`src/rtl/shift_reg_pkg.sv`:
```
// Shared constants for the universal shift register: mode encodings and
// the bit-counter width helper.
package shift_reg_pkg;

  typedef enum logic [2:0] {
    MODE_HOLD  = 3'b000,
    MODE_SHL   = 3'b001,
    MODE_SHR   = 3'b010,
    MODE_ROL   = 3'b011,
    MODE_ROR   = 3'b100,
    MODE_LOAD  = 3'b101,
    MODE_CLEAR = 3'b110,
    MODE_RSVD  = 3'b111
  } mode_e;

  // Bits needed to count 0..w-1, never less than one.
  function automatic int cnt_width(input int w);
    int r;
    r = 1;
    while ((1 << r) < w) r++;
    return r;
  endfunction

endpackage

```
`src/rtl/sr_bit_counter.sv`:
```
// Counts shift operations within a frame; wraps at WIDTH-1 and emits a
// single-cycle done pulse in the cycle after the wrapping shift.
module sr_bit_counter
  import shift_reg_pkg::*;
#(
  parameter int WIDTH = 8,
  parameter int CNT_W = cnt_width(WIDTH)
) (
  input  logic             clk,
  input  logic             rst,
  input  logic             inc,
  input  logic             clr,
  output logic [CNT_W-1:0] cnt,
  output logic             done
);

  localparam logic [CNT_W-1:0] LAST = CNT_W'(WIDTH - 1);

  logic [CNT_W-1:0] cnt_q, cnt_d;
  logic             done_q, done_d;

  // Clear wins over increment so LOAD/CLEAR never produce a frame pulse.
  always_comb begin
    cnt_d  = cnt_q;
    done_d = 1'b0;
    if (clr) begin
      cnt_d = '0;
    end else if (inc) begin
      if (cnt_q == LAST) begin
        cnt_d  = '0;
        done_d = 1'b1;
      end else begin
        cnt_d = cnt_q + CNT_W'(1);
      end
    end
  end

  always_ff @(posedge clk or negedge rst) begin
    if (!rst) begin
      cnt_q  <= '0;
      done_q <= 1'b0;
    end else begin
      cnt_q  <= cnt_d;
      done_q <= done_d;
    end
  end

  assign cnt  = cnt_q;
  assign done = done_q;

endmodule

```
`src/rtl/shift_reg_univ.sv`:
```
// Universal shift register: shift/rotate both ways, parallel load, clear,
// with a serial-out bit and frame counting through sr_bit_counter.
module shift_reg_univ
  import shift_reg_pkg::*;
#(
  parameter int WIDTH = 8,
  localparam int CNT_W = cnt_width(WIDTH)
) (
  input  logic             clk,
  input  logic             rst,
  input  logic             en,
  input  logic [2:0]       mode,
  input  logic             sdin,
  input  logic [WIDTH-1:0] pdin,
  output logic [WIDTH-1:0] dout,
  output logic             sdout,
  output logic [CNT_W-1:0] bit_cnt,
  output logic             frame_done
);

  logic [WIDTH-1:0] dout_q, dout_d;
  logic             sdout_q, sdout_d;
  logic             shift_op;
  logic             clr_op;
  mode_e            mode_sel;

  assign mode_sel = mode_e'(mode);

  always_comb begin
    dout_d   = dout_q;
    sdout_d  = sdout_q;
    shift_op = 1'b0;
    clr_op   = 1'b0;
    if (en) begin
      case (mode_sel)
        MODE_SHL: begin
          dout_d   = {dout_q[WIDTH-2:0], sdin};
          sdout_d  = dout_q[WIDTH-1];
          shift_op = 1'b1;
        end
        MODE_SHR: begin
          dout_d   = {sdin, dout_q[WIDTH-1:1]};
          sdout_d  = dout_q[0];
          shift_op = 1'b1;
        end
        MODE_ROL: begin
          dout_d   = {dout_q[WIDTH-2:0], dout_q[WIDTH-1]};
          sdout_d  = dout_q[WIDTH-1];
          shift_op = 1'b1;
        end
        MODE_ROR: begin
          dout_d   = {dout_q[0], dout_q[WIDTH-1:1]};
          sdout_d  = dout_q[0];
          shift_op = 1'b1;
        end
        MODE_LOAD: begin
          dout_d = pdin;
          clr_op = 1'b1;
        end
        MODE_CLEAR: begin
          dout_d = '0;
          clr_op = 1'b1;
        end
        MODE_HOLD, MODE_RSVD: begin
          dout_d = dout_q;
        end
        default: begin
          dout_d = dout_q;
        end
      endcase
    end
  end

  always_ff @(posedge clk or negedge rst) begin
    if (!rst) begin
      dout_q  <= '0;
      sdout_q <= 1'b0;
    end else begin
      dout_q  <= dout_d;
      sdout_q <= sdout_d;
    end
  end

  sr_bit_counter #(
    .WIDTH (WIDTH),
    .CNT_W (CNT_W)
  ) u_bit_counter (
    .clk  (clk),
    .rst  (rst),
    .inc  (shift_op),
    .clr  (clr_op),
    .cnt  (bit_cnt),
    .done (frame_done)
  );

  assign dout  = dout_q;
  assign sdout = sdout_q;

endmodule

```
`config.mk`:
```
export PLATFORM = sky130hd
export DESIGN_NAME = shift_reg_univ
export DESIGN_NICKNAME = d
export VERILOG_FILES = /design/src/rtl/shift_reg_pkg.sv /design/src/rtl/sr_bit_counter.sv /design/src/rtl/shift_reg_univ.sv
export SDC_FILE = /design/constraint.sdc
export NUM_CORES = 1
export LEC_CHECK = 0
export CAP_MARGIN = 10
export CORE_UTILIZATION = 50
export DETAILED_ROUTE_END_ITERATION = 8
export PLACE_DENSITY = 0.83
export SLEW_MARGIN = 20
export SYNTH_ARGS = -nofsm -noshare
export SYNTH_HDL_FRONTEND = slang
export SYNTH_SLANG_ARGS = --single-unit
```
`constraint.sdc`:
```
create_clock -name clk -period 3.42 [get_ports clk]
set_clock_uncertainty 0.1 [all_clocks]
set_input_delay 0.342 -clock clk [delete_from_list [all_inputs] [get_ports clk]]
set_output_delay 0.342 -clock clk [all_outputs]
set_load 0.05 [all_outputs]
```
# Word level (Yosys, flattened, before mapping)

Index checks and enable logic that the tools add are counted.

Flip-flop bits (word level): 13
Input port bits: 15
Output and inout bits: 13
Word-level logic and storage cells: 36

$add $sub $neg: 1
Eq/ne operators: 8
Mux-type cells: 12
Bitwise logic cells: 1
Reduce and logical (&&, ||, !) cells: 10

Operators with widths:

| operator                                            | number |
|---|---|
| one-hot mux 8 bit (6 select lines)                  | 1 |
| equality test 3 bit, second input constant          | 5 |
| two-way mux 3 bit                                   | 3 |
| OR reduction 2 bit                                  | 4 |
| two-way mux 1 bit                                   | 7 |
| equality test 3 x 2 -> 1 bit, second input constant | 2 |
| AND reduction 2 bit                                 | 2 |
| nonzero test 2 bit                                  | 2 |
| OR reduction 4 bit                                  | 1 |
| adder 3 x 1 -> 3 bit, second input constant         | 1 |
| equality test 3 x 1 -> 1 bit, second input constant | 1 |
| zero test 3 bit                                     | 1 |
| one-hot mux 1 bit (2 select lines)                  | 1 |
| inverter 1 bit                                      | 1 |

# Logic depth before layout (Yosys ltp)

Gate-level depths: netlist of run 1.

Depth in word-level cells: 6
Depth in mapped cells: 6
Depth with buffers taken out: 6

# Cells and area by module

Synthesis of run 1 repeated with hierarchy kept, for this count alone.

Cells, all modules: 82
Area total of the unflattened synthesis: 812.0 um^2

By module, submodules not included:

| module         | times used | cells each | area an instance (um^2) | seq. area each (um^2) |
|---|---|---|---|---|
| shift_reg_univ | 1          | 67         | 628.1                   | 225.2 |
| sr_bit_counter | 1          | 15         | 183.9                   | 100.1 |

# Worst setup path after synthesis of run 1

OpenSTA, ideal clock, no wires.

Kind: register to register
Start: register u_bit_counter.cnt_q[0], in the netlist u_bit_counter.cnt[0]
End: register u_bit_counter.cnt_q[2], in the netlist u_bit_counter.cnt[2]
Library setup time: 0.126 ns
Arrival: 1.665 ns
Required time: 3.194 ns
Slack: 1.529 ns
Stages on the path, launching flop included: 5
Path buffers: 0
Period minus slack after synthesis: 1.891 ns
Path through: dfrtp_1 > ha_1 > ha_1 > a32o_1 > a221o_1

Cells in the longest elaborated chain, start to end: 4
Elaborated cells on any way between the ends: 5
Those cells by class: 1 x add/sub; 1 x eq/ne; 3 x mux

RTL lines:

| what                                                        | line                                       | RTL |
|---|---|---|
| from (decl)                                                 | sr_bit_counter.sv:19                       | `logic [CNT_W-1:0] cnt_q, cnt_d;` |
| from (signal assigned)                                      | sr_bit_counter.sv:43                       | `cnt_q <= cnt_d;` |
| adder 3 x 1 -> 3 bit or equality test 3 bit (tied branches) | sr_bit_counter.sv:33, sr_bit_counter.sv:29 |  |
| two-way mux 3 bit *                                         | sr_bit_counter.sv:29                       | `if (cnt_q == LAST) begin` |
| two-way mux 3 bit *                                         | sr_bit_counter.sv:28                       | `end else if (inc) begin` |
| two-way mux 3 bit *                                         | sr_bit_counter.sv:26                       | `if (clr) begin` |

Mark *: on every way between the ends. The rest lies on a longest branch, timed or not. The select of a mux whose other input is x is not followed.
A chain may end at the register's enable or synchronous reset.

# Worst setup path after layout of run 1

Start: input port mode[1]
End: register sdout_q, in the netlist sdout

Cells in the longest elaborated chain, start to end: 4
Elaborated cells on any way between the ends: 9
Those cells by class: 4 x eq/ne; 1 x mux; 4 x reduce/logical

RTL lines:

| what                                                       | line                 | RTL |
|---|---|---|
| from (decl)                                                | shift_reg_univ.sv:12 | `input logic [2:0] mode,` |
| equality test 3 x 2 -> 1 bit, or another cell as far along | shift_reg_univ.sv:35 | `case (mode_sel)` |
| OR reduction 2 bit (no source line)                        | --                   |  |
| nonzero test 2 bit (no source line)                        | --                   |  |
| AND reduction 2 bit (no source line)                       | --                   |  |
| to (signal assigned)                                       | shift_reg_univ.sv:80 | `sdout_q <= sdout_d;` |
| to (decl)                                                  | shift_reg_univ.sv:22 | `logic sdout_q, sdout_d;` |

Several ways; a longest one is shown, not always the timed one.

==> out/results.ini, run 1 <==
[routing]
vias=976
wl_microns=2300
final_antenna_net_count=0
drtIter0Drc=32
first_pass_iters=4
wl_per_cell_microns=14.3
route.detailed.drc=0
via_per_inst=6.06

[critical_path]
ff2ff_path_depth=4
endpoint_kind=register
path_max_fanout=25
reg2reg_from=u_bit_counter.cnt[0]
required_ns=3.49
r2r-end=u_bit_counter.cnt[2]
reg2reg_slack_ns=1.69
startpoint_type=input port
criticalPathCategory=in2reg
arrival_ns=2.22

[synthesis]
synth-seq-cells=13
yosysUniqueCellTypes=35
syn_nets=130
avgSynthCellArea_sq_um=8.67
ys_warn_count=0
yosysSeqAreaShare_pct=33.2
synthCells=113
syn_area_sq_um=980

[power]
p_seq_share_pct=33.2
clock_power_share_pct=14.0
p_int_mw=0.373
total_leakage_power_nw=0.512
swShare_pct=46.0
vdd_ir_drop_max_uv=429
p_total_mw=0.690
p_sw_mw=0.317
power_density_nw_per_um2=553
pwr-share-comb_pct=52.8

[final_layout]
diodes=0
final_cell_area_sq_um=1250
fin_util_pct=70.0
layout-area-overhead-vs-synth_pct=27.3
nets=154
drive_gt1_share_pct=7.35

[global_routing]
grt_max_degree=26
antenna_found_initial=0
grt_pass1_vias=849
grt_usage_pct=24.2
grt-ovfl-total=0
grt_pass1_wl_microns=3720

[floorplan]
start_util_pct=54.9
dieHeight_microns=46.3
pin_count=28
die_x_microns=46.3
core_area_sq_um=1780
dieArea_sq_um=2140
fp-row-count=15

[place]
port-buffer-count=27
dp_hpwl_microns=1610
place_area_sq_um=1220
gp_congestion=0.827

[hold_path]
hold_path_class=in2async

[clocking]
cts_post_setup_buffers_inserted=0
cts-buffers-inserted=3
worst_skew_pair.late_latency_ns=0.28
cts_tree=built
htree_num_levels=1
root_buffer=clkbuf_4
clkTransAtPathRegs_ns=0.08
cts-resized-gates=0
clkSinkCount=13
cts.hold.buffers_added=0
clock_path_buffers=2

[timing]
min_period_ns=2.15
hold_ws_ns=0.349
maxSlewViolCount=0
period_share_pct=62.8
setup_viol=0
tightest_slew_ns=0.830
slew_headroom_pct=44.5
rsz0062_at_grt=false
final-hold-violation-count=0
max_freq_ghz=0.466
finalSetupTns_ns=0

[status]
status=complete, no violations

[job]
cap_violations=0

cells in the mapped netlist (all sizes together):
| master | number | area, sq um |
|---|---|---|
| o221ai | 7 | 61.3 |
| nor2 | 6 | 30.0 |
| a221o | 2 | 20.0 |
| nand2 | 15 | 56.3 |
| o21ai | 8 | 43.8 |
| ha | 2 | 25.0 |
| and3 | 2 | 12.5 |
| dfrtp | 13 | 325 |
| mux2 | 2 | 22.5 |
| o211ai | 1 | 21.3 |
| a211oi | 1 | 7.51 |
| and2 | 1 | 6.26 |
| nor2b | 1 | 6.26 |
| xnor2 | 2 | 17.5 |
| o31ai | 1 | 7.51 |
| a31oi | 1 | 6.26 |
| a21oi | 10 | 50.1 |
| a32o | 3 | 30.0 |
| o311ai | 1 | 8.76 |
| or2 | 1 | 8.76 |
| inv | 10 | 37.5 |
| buf | 9 | 67.6 |
| nor3b | 1 | 7.51 |
| nand3 | 3 | 15.0 |
| nand3b | 1 | 7.51 |
| mux2i | 1 | 10.0 |
| nand2b | 2 | 15.0 |
| a32oi | 6 | 52.6 |
worst max-delay path by stage:
stage,startpoint,endpoint,cells after the start
5_1_grt,mode[1],sdout,5
3_3_place_gp,mode[1],sdout,5
4_1_cts,mode[1],sdout,5
6_report,mode[1],sdout,5
2_1_floorplan,u_bit_counter.cnt[0],u_bit_counter.cnt[2],4
3_5_place_dp,mode[1],sdout,5
through the flow:
stage	setup WS [ns]	std cells
3_3_place_gp	1.05	157
5_1_grt	1.13	161
2_1_floorplan	1.53	113
3_5_place_dp	0.998	157
4_1_cts	1.29	161
6_report	1.27	161
final cells by class:
| type | count | area [sq um] |
|---|---|---|
| Multi-Input combinational cell | 81 | 549 |
| Fill cell | 147 | 536 |
| Inverter | 10 | 37.5 |
| Timing Repair Buffer | 28 | 278 |
| Sequential cell | 13 | 325 |
| Clock buffer | 4 | 26.3 |
| Tap cell | 25 | 31.3 |
power groups by stage:
stage	Combinational, mW	Clock [mW]	Sequential, mW
2_1_floorplan	0.125	0	0.353
3_3_place_gp	0.357	0	0.230
5_1_grt	0.390	0.107	0.235
4_1_cts	0.365	0.0992	0.229
6_report	0.364	0.0965	0.229
3_5_place_dp	0.364	0	0.231
sequential cells by signal, summed over array words and instances, names as in the netlist:
signal	cells
dout	8
u_bit_counter.done	1
u_bit_counter.cnt	3
sdout	1
layout by cell type (no fill, tap or decap), drive strengths merged:
cell type	instances
or2	1
dfrtp	13
a21oi	10
mux2	2
o311ai	1
o21ai	8
mux2i	1
clkdlybuf4s50	27
and3	2
o221ai	7
xnor2	2
ha	2
nand2b	2
clkbuf	4
buf	1
a32o	3
nor3b	1
a211oi	1
nand2	15
and2	1
nor2b	1
inv	10
o211ai	1
a31oi	1
nor2	6
nand3b	1
nand3	3
a221o	2
a32oi	6
o31ai	1
routing by layer:
layer	vias to the layer above	track usage, %	wire length, microns
met5	-	0	0
met4	0	7.06	9
met3	2	6.27	154
met2	35	36.1	1040
met1	471	34.1	1100
li1	468	-	-
critical path, cell delays in order:
cell             delay, ns
clkdlybuf4s50_1       1.01
xnor2_1               0.20
nor2_1                0.07
mux2_1                0.33
mux2_2                0.26
cell families (layout without fill, tap and decap cells):
kind of cell / after synthesis / count (layout) / synth area share, %
flip-flops: 13 / 13 / 33.2
multiplexers: 3 / 3 / 3.32
AND/OR/NAND/NOR: 33 / 33 / 16.9
XOR/XNOR: 2 / 2 / 1.79
buffers and inverters: 19 / 42 / 10.7
AO/OA/AOI/OAI: 41 / 41 / 31.5
adder cells (fa/ha/maj): 2 / 2 / 2.55
Power figures use the tool's default switching activity.
==> inputs of run 2 (changes only) <==
--- a/config.mk
+++ b/config.mk
@@ -6,9 +6,9 @@
 export NUM_CORES = 1
 export LEC_CHECK = 0
 export CAP_MARGIN = 10
-export CORE_UTILIZATION = 50
+export CORE_UTILIZATION = 47
 export DETAILED_ROUTE_END_ITERATION = 8
-export PLACE_DENSITY = 0.83
+export PLACE_DENSITY = 0.79
 export SLEW_MARGIN = 20
 export SYNTH_ARGS = -nofsm -noshare
 export SYNTH_HDL_FRONTEND = slang
==> constraint.sdc (replaced) <==
create_clock -name clk -period 2 [get_ports clk]
set_clock_uncertainty 0.1 [all_clocks]
set_input_delay 0.2 -clock clk [delete_from_list [all_inputs] [get_ports clk]]
set_output_delay 0.2 -clock clk [all_outputs]
set_load 0.05 [all_outputs]
==> run 2 against run 1 <==
Worst setup slack worse by 1.1 ns. Largest power group unchanged. Non-clock buffer count up 6. Sequential share of layout area decreased by 0.96 points. Sequential power increased by 71%. First-iteration DRC count decreased by 25%. Highest routed layer unchanged. The run now ends with design-rule violations left.
==> out/results.ini, run 2 (synthesis results as in run 1) <==
[status]
status=finished with violations  ; was complete, no violations
violations=design-rule violations

[critical_path]
endpoint_kind=primary output  ; was register
r2r-end=u_bit_counter.cnt[2]  ; unchanged
cpMaxStageDelayCell=clkdlybuf4s50_1  ; unchanged
ff2ff_path_depth=4  ; unchanged
arrival_ns=1.57  ; was 2.22 ns
reg2reg_slack_ns=0.28  ; was 1.69 ns
cp_cell_sequence=clkdlybuf4s50_1  ; was clkdlybuf4s50_1 > xnor2_1 > nor2_1 > mux2_1 > mux2_2
critPathMaxStageDelay_ns=0.84  ; was 1.01 ns
startpoint_type=register  ; was input port
criticalPathCategory=reg2out  ; was in2reg
reg2reg_from=u_bit_counter.cnt[0]  ; unchanged
critPathTopFamily=buffers and inverters  ; unchanged
cp.buffers_inverters=1  ; unchanged
worstSetupStartpoint=u_bit_counter.cnt[0]  ; was mode[1]
required_ns=1.70  ; was 3.49 ns
path_max_fanout=6  ; was 25

[place]
placed_cells=165  ; was 157
dp_hpwl_microns=1750  ; was 1610 microns
gp_congestion=0.834  ; was 0.827
port-buffer-count=27  ; unchanged

[power]
power_density_nw_per_um2=920  ; was 553 nW/um^2
total_leakage_power_nw=0.541  ; was 0.512 nW
p_total_mw=1.19  ; was 0.690 mW
vdd_ir_drop_max_uv=753  ; was 429 uV

[clocking]
cts-buffers-inserted=3  ; unchanged
htree_num_levels=1  ; unchanged
cts_post_setup_buffers_inserted=0  ; unchanged
clkTransAtPathRegs_ns=0.09  ; was 0.08 ns
root_buffer=clkbuf_4  ; unchanged
cts_tree=built  ; unchanged
worst_skew_pair.late_latency_ns=0.28  ; about the same
cts-resized-gates=0  ; unchanged
cts.hold.buffers_added=0  ; unchanged
clock_path_buffers=2  ; unchanged
clkSinkCount=13  ; unchanged

[final_layout]
diodes=0  ; unchanged
fillers=190  ; was 147
multi_input_area_sq_um=549  ; unchanged
regArea_sq_um=325  ; unchanged
largest_reg_flops=8  ; unchanged
drive_gt1_share_pct=11.3  ; was 7.35%
nets=160  ; was 154
layout_commonest_cell=clkdlybuf4s50_1  ; unchanged
layout-area-overhead-vs-synth_pct=32.2  ; was 27.3%
layout_common_cells=27 x clkdlybuf4s50_1, 15 x nand2_1, 13 x dfrtp_1  ; unchanged
layout.cells.non_filler=169  ; was 161

[floorplan]
pin_count=28  ; unchanged
dieHeight_microns=47.7  ; was 46.3 microns
fp-row-count=16  ; was 15
core_area_sq_um=1960  ; was 1780 sq um
dieArea_sq_um=2270  ; was 2140 sq um
die_x_microns=47.7  ; was 46.3 microns
start_util_pct=49.9  ; was 54.9%

[routing]
first_pass_iters=6  ; was 4
wl_microns=2330  ; was 2300 microns
drtIter0Drc=24  ; was 32
wl_per_cell_microns=13.8  ; was 14.3 microns
route.detailed.drc=1  ; was 0
vias=940  ; was 976
final_antenna_net_count=0  ; unchanged
via_per_inst=5.56  ; was 6.06

[timing]
maxSlewViolCount=0  ; unchanged
setup_viol=0  ; unchanged
tightest_slew_ns=0.578  ; was 0.830 ns
finalSetupTns_ns=0  ; unchanged
min_period_ns=1.87
slew_headroom_pct=61.3  ; was 44.5%
max_freq_ghz=0.536
rsz0062_at_grt=false  ; unchanged
period_share_pct=93.3
final-hold-violation-count=0  ; unchanged

[global_routing]
grt_pass1_wl_microns=3630  ; was 3720 microns
grt_max_degree=18  ; was 26
grt_usage_pct=23.3  ; was 24.2%
grt-ovfl-total=0  ; unchanged
antenna_found_initial=0  ; unchanged
grt_pass1_vias=800  ; was 849

[job]
cap_violations=0  ; unchanged

[hold_path]
hold_path_class=in2async  ; unchanged

-- run 2: cell count changes in the layout (fill, tap and decap cells not counted), sizes merged --
| cell | change |
|---|---|
| buf | +6 |
-- run 2: where the power goes --
group / internal (mW) / switching [mW]
Combinational: 0.243 / 0.387
Sequential: 0.324 / 0.0681
Clock: 0.0775 / 0.0918
Total: 0.644 / 0.547
-- run 2: worst max-delay path by stage --
stage	to	slack [ns]	cells past startpoint
detailed placement	dout[1]	0.11	5
CTS	bit_cnt[0]	0.13	1
global placement	u_bit_counter.cnt[1]	0.12	4
floorplan	u_bit_counter.cnt[2]	0.11	4
finish	bit_cnt[0]	0.13	1
global route	bit_cnt[0]	0.08	1
-- run 2: cell type report --
| cell class | instances | area share [%] |
|---|---|---|
| flip-flops and latches | 13 | 25.1 |
| clock buffers | 4 | 2.03 |
| multi-input cells | 81 | 42.4 |
| inverters | 10 | 2.90 |
| well taps | 27 | 2.61 |
| repair buffers | 34 | 24.9 |
-- run 2: per-layer routing --
metal | GRT usage, % | vias to the layer above | part of all wire [%]
met5 | 0 | - | 0
met4 | 13.3 | 0 | 1.9
met3 | 3.40 | 5 | 4.2
met2 | 32.6 | 22 | 45
met1 | 33.9 | 438 | 49
li1 | - | 475 | -
-- run 2: metrics by stage --
stage	setup slack [ns]	utilization (%)	instance area (sq um)	hold WS (ns)
after floorplan	0.109	-	980	-0.196
after global placement	0.122	64.7	1270	0.389
after detailed placement	0.109	64.7	1270	0.410
after CTS	0.128	66.0	1290	0.214
after global routing	0.0767	66.0	1290	0.241
final	0.133	66.0	1290	0.178
